$ cat config.mk
export PLATFORM = sky130hd
export DESIGN_NAME = addernet_kernel_ctrl
export DESIGN_NICKNAME = d
export VERILOG_FILES = /design/src/rtl/addernet_kernel_ctrl.sv
export SDC_FILE = /design/constraint.sdc
export NUM_CORES = 1
export LEC_CHECK = 0
export ABC_AREA = 1
export BUFFER_PORTS_ARGS = -buffer_cell sky130_fd_sc_hd__buf_4
export CORE_MARGIN = 2
export CORE_UTILIZATION = 55
export DETAILED_ROUTE_END_ITERATION = 7
export PLACE_DENSITY = 0.85
export SLEW_MARGIN = 10
export SYNTH_ARGS = -nofsm -noshare
export SYNTH_HDL_FRONTEND = slang
export SYNTH_SLANG_ARGS = --single-unit
$ cat constraint.sdc
create_clock -name i_clk -period 13.15 [get_ports i_clk]
set_clock_uncertainty 0.15 [all_clocks]
set_input_delay 2.63 -clock i_clk [delete_from_list [all_inputs] [get_ports i_clk]]
set_output_delay 2.63 -clock i_clk [all_outputs]
set_load 0.01 [all_outputs]
$ cat src/rtl/addernet_kernel_ctrl.sv
// AdderNet L1 kernel sequencer: streams len chunks from the buffers through the Kernel
// array, accumulates the lane sums and returns the negated, saturated L1 distance.
module addernet_kernel_ctrl #(
   parameter int NBIT   = 8,
   parameter int NDATA  = 4,
   parameter int ADDR_W = 8,
   parameter int LEN_W  = 8,
   parameter int ACC_W  = 24
) (
   input  logic                    i_clk,
   input  logic                    i_rst,
   input  logic                    i_start,
   input  logic [ADDR_W-1:0]       i_if_base,
   input  logic [ADDR_W-1:0]       i_w_base,
   input  logic [LEN_W-1:0]        i_len,
   output logic                    o_busy,
   output logic                    o_rd_en,
   output logic [ADDR_W-1:0]       o_if_addr,
   output logic [ADDR_W-1:0]       o_w_addr,
   input  logic [NBIT*NDATA-1:0]   i_if_data,
   input  logic [NBIT*NDATA-1:0]   i_w_data,
   output logic [NBIT*NDATA-1:0]   o_k_if,
   output logic [NBIT*NDATA-1:0]   o_k_w,
   input  logic [NBIT*NDATA-1:0]   i_k_r,
   output logic [ACC_W-1:0]        o_result,
   output logic                    o_valid,
   input  logic                    i_ready
);

   localparam int LSUM_W = NBIT + $clog2(NDATA);
   localparam int WIDE_W = ACC_W + LSUM_W;
   localparam logic [WIDE_W-1:0] ACC_MAX = {{(LSUM_W+1){1'b0}}, {(ACC_W-1){1'b1}}};

   typedef enum logic [1:0] {IDLE, FETCH, DRAIN, OUT} state_t;

   state_t                  r_state;
   state_t                  w_stateNext;
   logic                    w_rdEn;
   logic [ADDR_W-1:0]       r_ifBase;
   logic [ADDR_W-1:0]       r_wBase;
   logic [LEN_W-1:0]        r_len;
   logic [LEN_W-1:0]        r_cnt;
   logic                    r_drainCnt;
   logic [1:0]              r_vld;
   logic [NBIT*NDATA-1:0]   r_kIf;
   logic [NBIT*NDATA-1:0]   r_kW;
   logic [ACC_W-1:0]        r_acc;
   logic [LSUM_W-1:0]       w_laneSum;
   logic [WIDE_W-1:0]       w_accSum;
   logic [ACC_W-1:0]        w_accNext;

   always_ff @(posedge i_clk) begin
      if (i_rst) r_state <= IDLE;
      else       r_state <= w_stateNext;
   end

   always_comb begin
      w_stateNext = r_state;
      w_rdEn      = 1'b0;
      case (r_state)
         IDLE: begin
            if (i_start) begin
               if (i_len == '0) w_stateNext = OUT;
               else             w_stateNext = FETCH;
            end
         end
         FETCH: begin
            w_rdEn = 1'b1;
            if (r_cnt == r_len - LEN_W'(1)) w_stateNext = DRAIN;
         end
         DRAIN: begin
            if (r_drainCnt) w_stateNext = OUT;
         end
         OUT: begin
            if (i_ready) w_stateNext = IDLE;
         end
         default: w_stateNext = IDLE;
      endcase
   end

   // Exact lane reduction, then a saturating add that never exceeds the largest positive result.
   always_comb begin
      w_laneSum = '0;
      for (int i = 0; i < NDATA; i++) begin
         w_laneSum = w_laneSum + LSUM_W'(i_k_r[i*NBIT +: NBIT]);
      end
      w_accSum  = WIDE_W'(r_acc) + WIDE_W'(w_laneSum);
      w_accNext = (w_accSum > ACC_MAX) ? ACC_MAX[ACC_W-1:0] : w_accSum[ACC_W-1:0];
   end

   always_ff @(posedge i_clk) begin
      if (i_rst) begin
         r_ifBase   <= '0;
         r_wBase    <= '0;
         r_len      <= '0;
         r_cnt      <= '0;
         r_drainCnt <= 1'b0;
         r_vld      <= '0;
         r_kIf      <= '0;
         r_kW       <= '0;
         r_acc      <= '0;
      end else begin
         r_vld <= {r_vld[0], w_rdEn};
         if (r_vld[0]) begin
            r_kIf <= i_if_data;
            r_kW  <= i_w_data;
         end
         if (r_state == IDLE && i_start) begin
            r_ifBase <= i_if_base;
            r_wBase  <= i_w_base;
            r_len    <= i_len;
            r_cnt    <= '0;
            r_acc    <= '0;
         end else if (r_vld[1]) begin
            r_acc <= w_accNext;
         end
         if (r_state == FETCH) r_cnt <= r_cnt + LEN_W'(1);
         if (r_state == DRAIN) r_drainCnt <= ~r_drainCnt;
         else                  r_drainCnt <= 1'b0;
      end
   end

   assign o_busy    = (r_state != IDLE);
   assign o_valid   = (r_state == OUT);
   assign o_rd_en   = w_rdEn;
   assign o_if_addr = r_ifBase + ADDR_W'(r_cnt);
   assign o_w_addr  = r_wBase + ADDR_W'(r_cnt);
   assign o_k_if    = r_kIf;
   assign o_k_w     = r_kW;
   assign o_result  = '0 - r_acc;

endmodule

==> impl_metrics.env <==
export IMPL_arrival_ns=6.26
export IMPL_syn_cell_area_um2=7284
export IMPL_max_freq_ghz=0.1627
export IMPL_slew_headroom=0.4634
export IMPL_synth_edff_count=0
export IMPL_postRouteWirelength_um=18860
export IMPL_fillCellCount=1019
export IMPL_fin_nets=1390
export IMPL_cts_tree="done"
export IMPL_clk_path_buf_depth=2
export IMPL_hold_depth=1
export IMPL_grt_overflow=0
export IMPL_clockPowerShare=0.268
export IMPL_drive_above_1_share=0.2440
export IMPL_rr_startpoint="r_acc[1]$_SDFFE_PP0P_"
export IMPL_htreeDepth=4
export IMPL_insertion_delay_ns=0.41
export IMPL_period_needed_ns=6.145
export IMPL_status="completed"
export IMPL_swShare=0.3823
export IMPL_power_leakage_uw=0.004924
export IMPL_die_y_um=119.1
export IMPL_cp_required_ns=13.27
export IMPL_synth_seq_cells=125
export IMPL_power_density_nw_per_um2=177.3
export IMPL_die_w_um=119.1
export IMPL_drcViolationCount=0
export IMPL_gp_congestion=0.9287
export IMPL_antenna_found_initial=0
export IMPL_combPwrFrac=0.439
export IMPL_cts_sinks=125
export IMPL_detail_route_wl_per_cell_um=13.54
export IMPL_dr_total_vias=7025
export IMPL_start_util=0.5567
export IMPL_fin_util=0.7374
export IMPL_syn_num_nets=1181
export IMPL_yosys_warnings=0
export IMPL_ys_async_sr_fraction=0
export IMPL_drt_iter0_markers=396
export IMPL_core_area_um2=13090
export IMPL_ys_flop_type="dfxtp_1"
export IMPL_num_io_pins=231
export IMPL_root_buffer="clkbuf_16"
export IMPL_r2r_end="r_acc[9]$_SDFFE_PP0P_"
export IMPL_synth_cells=995
export IMPL_worst_slew_pin_slew_ns=0.8038
export IMPL_n_antenna_cell=0
export IMPL_seq_power_share=0.293
export IMPL_placed_area_um2=9067
export IMPL_clk_pin_slew_ns=0.06
export IMPL_min_from="r_drainCnt$_SDFF_PP0_"
export IMPL_r2r_cells=15
export IMPL_finalHoldViolCount=0
export IMPL_worstSetupPathType="primary input to register"
export IMPL_ant_nets=0
export IMPL_drv_cap=0
export IMPL_period_share=0.4673
export IMPL_die_area_um2=14180
export IMPL_synth_avg_cell_area_um2=7.321
export IMPL_switching_power_uw=653.8
export IMPL_yosysTopAreaCell="dfxtp_1"
export IMPL_grt_pass1_wl_um=31060
export IMPL_crit_path_end_kind="register"
export IMPL_io_buffers=230
export IMPL_synth_top_area_frac=0.3435
export IMPL_ctsResizeCount=0
export IMPL_area_growth_pct=32.46
export IMPL_post_cts_buffers=0
export IMPL_crit_path_start="i_k_r[2]"
export IMPL_ys_seq_area_frac=0.3435
export IMPL_synth_area_leaders="dfxtp_1, nor2_1, o21ai_0"
export IMPL_via_per_inst=5.043
export IMPL_grt_pass1_vias=6875
export IMPL_gr_usage_all_layers=0.2684
export IMPL_worst_r2r_setup_slack_ns=9.89
export IMPL_cp_max_fo=12
export IMPL_drv_slew=0
export IMPL_yosys_top_cells_count="nor2_1, inv_1, dfxtp_1"
export IMPL_fin_area_um2=9649
export IMPL_grt_setup_unrepaired="false"
export IMPL_startpoint_type="primary input"
export IMPL_worstHoldEndpoint="r_drainCnt$_SDFF_PP0_"
export IMPL_grt_max_degree=86
export IMPL_tns_ns=0
export IMPL_cts_made_buffers=17
export IMPL_rows=42
export IMPL_yosysMostFrequentCell="nor2_1"
export IMPL_total_power_uw=1710
export IMPL_synth_distinct_cells=36
export IMPL_finalSetupViolations=0
export IMPL_max_vdd_ir_drop_mv=0.1078
export IMPL_postCtsHoldBufs=0
export IMPL_dp_hpwl_um=13920
export IMPL_internal_power_uw=1057
export IMPL_first_pass_iters=5
export IMPL_hp_class="register to register"
-- stage by stage --
stage	hold slack, ns	std cells	setup WS (ns)
5_1_grt	0.3055	1393	6.704
3_3_place_gp	0.2576	1361	6.697
3_5_place_dp	0.2608	1361	6.647
6_report	0.2665	1393	7.005
4_1_cts	0.2694	1393	7.052
2_1_floorplan	0.2488	995	7.125
-- critical path: stages --
cell and delay [ns]:
buf_4 0.08, inv_1 0.04, fa_1 0.53, inv_1 0.05
fa_1 0.50, inv_1 0.05, fa_1 0.50, inv_1 0.07
ha_1 0.28, a21oi_1 0.12, nor2_1 0.05, nor2_1 0.17
inv_1 0.08, nand3_1 0.07, nand2_1 0.25, nand2_1 0.17
nand3_2 0.09, nor2_2 0.37, a21oi_1 0.14
-- power by group through the flow --
stage	sequential (uW)	combinational, uW	clock, uW
4_1_cts	500	757	464
6_report	501	750	459
3_3_place_gp	504	736	0
2_1_floorplan	515	442	0
5_1_grt	510	836	484
3_5_place_dp	507	750	0
-- flip-flops by register name, summed over array words and instances, names as in the netlist --
signal and count:
r_vld 2, r_wBase 8, r_ifBase 8, r_len 8, r_drainCnt 1, r_cnt 8
r_state 2, o_k_w 32, r_acc 24, o_k_if 32
-- area by class of cell --
cell class,count,area [um2],area share
tap,176,220.2,0.02282
clock buffer,19,452.9,0.04694
multi-input combinational,688,4069,0.4217
sequential,125,2504,0.2595
clock inverter,13,128.9,0.01336
timing repair buffer,234,1757,0.1821
inverter,138,518.0,0.05368
-- per-layer routing --
metal	vias up	track usage	routed length, um
li1	3573	-	-
met1	3192	0.3122	7799
met2	224	0.4587	9120
met3	36	0.08333	1376
met4	0	0.1086	559
met5	-	0	0
-- cell families after synthesis --
group	count (synthesis)	share of synthesized area
adder cells (fa/ha/maj)	62	0.1323
buffers and inverters	182	0.09790
flip-flops	125	0.3435
AO/OA/AOI/OAI	177	0.1304
AND/OR/NAND/NOR	399	0.2358
XOR/XNOR	50	0.06012
-- how the worst max path moves through the flow --
stage                                   endpoint  slack, ns
final                      r_acc[9]$_SDFFE_PP0P_       7.01
after global routing       r_acc[9]$_SDFFE_PP0P_       6.70
after CTS                  r_acc[9]$_SDFFE_PP0P_       7.05
after detailed placement   r_acc[7]$_SDFFE_PP0P_       6.65
after global placement     r_acc[4]$_SDFFE_PP0P_       6.70
after floorplan           r_acc[17]$_SDFFE_PP0P_       7.13
-- cell usage in the layout, fill, tap and decap left out, types with 37 or more instances in the layout --
| cell | n |
|---|---|
| ha_1 | 37 |
| inv_1 | 134 |
| buf_4 | 234 |
| nand3_1 | 39 |
| nand2_1 | 117 |
| a21oi_1 | 46 |
| xor2_1 | 37 |
| dfxtp_1 | 124 |
| o21ai_0 | 112 |
| nor2_1 | 195 |
Power figures use the tool's default switching activity.
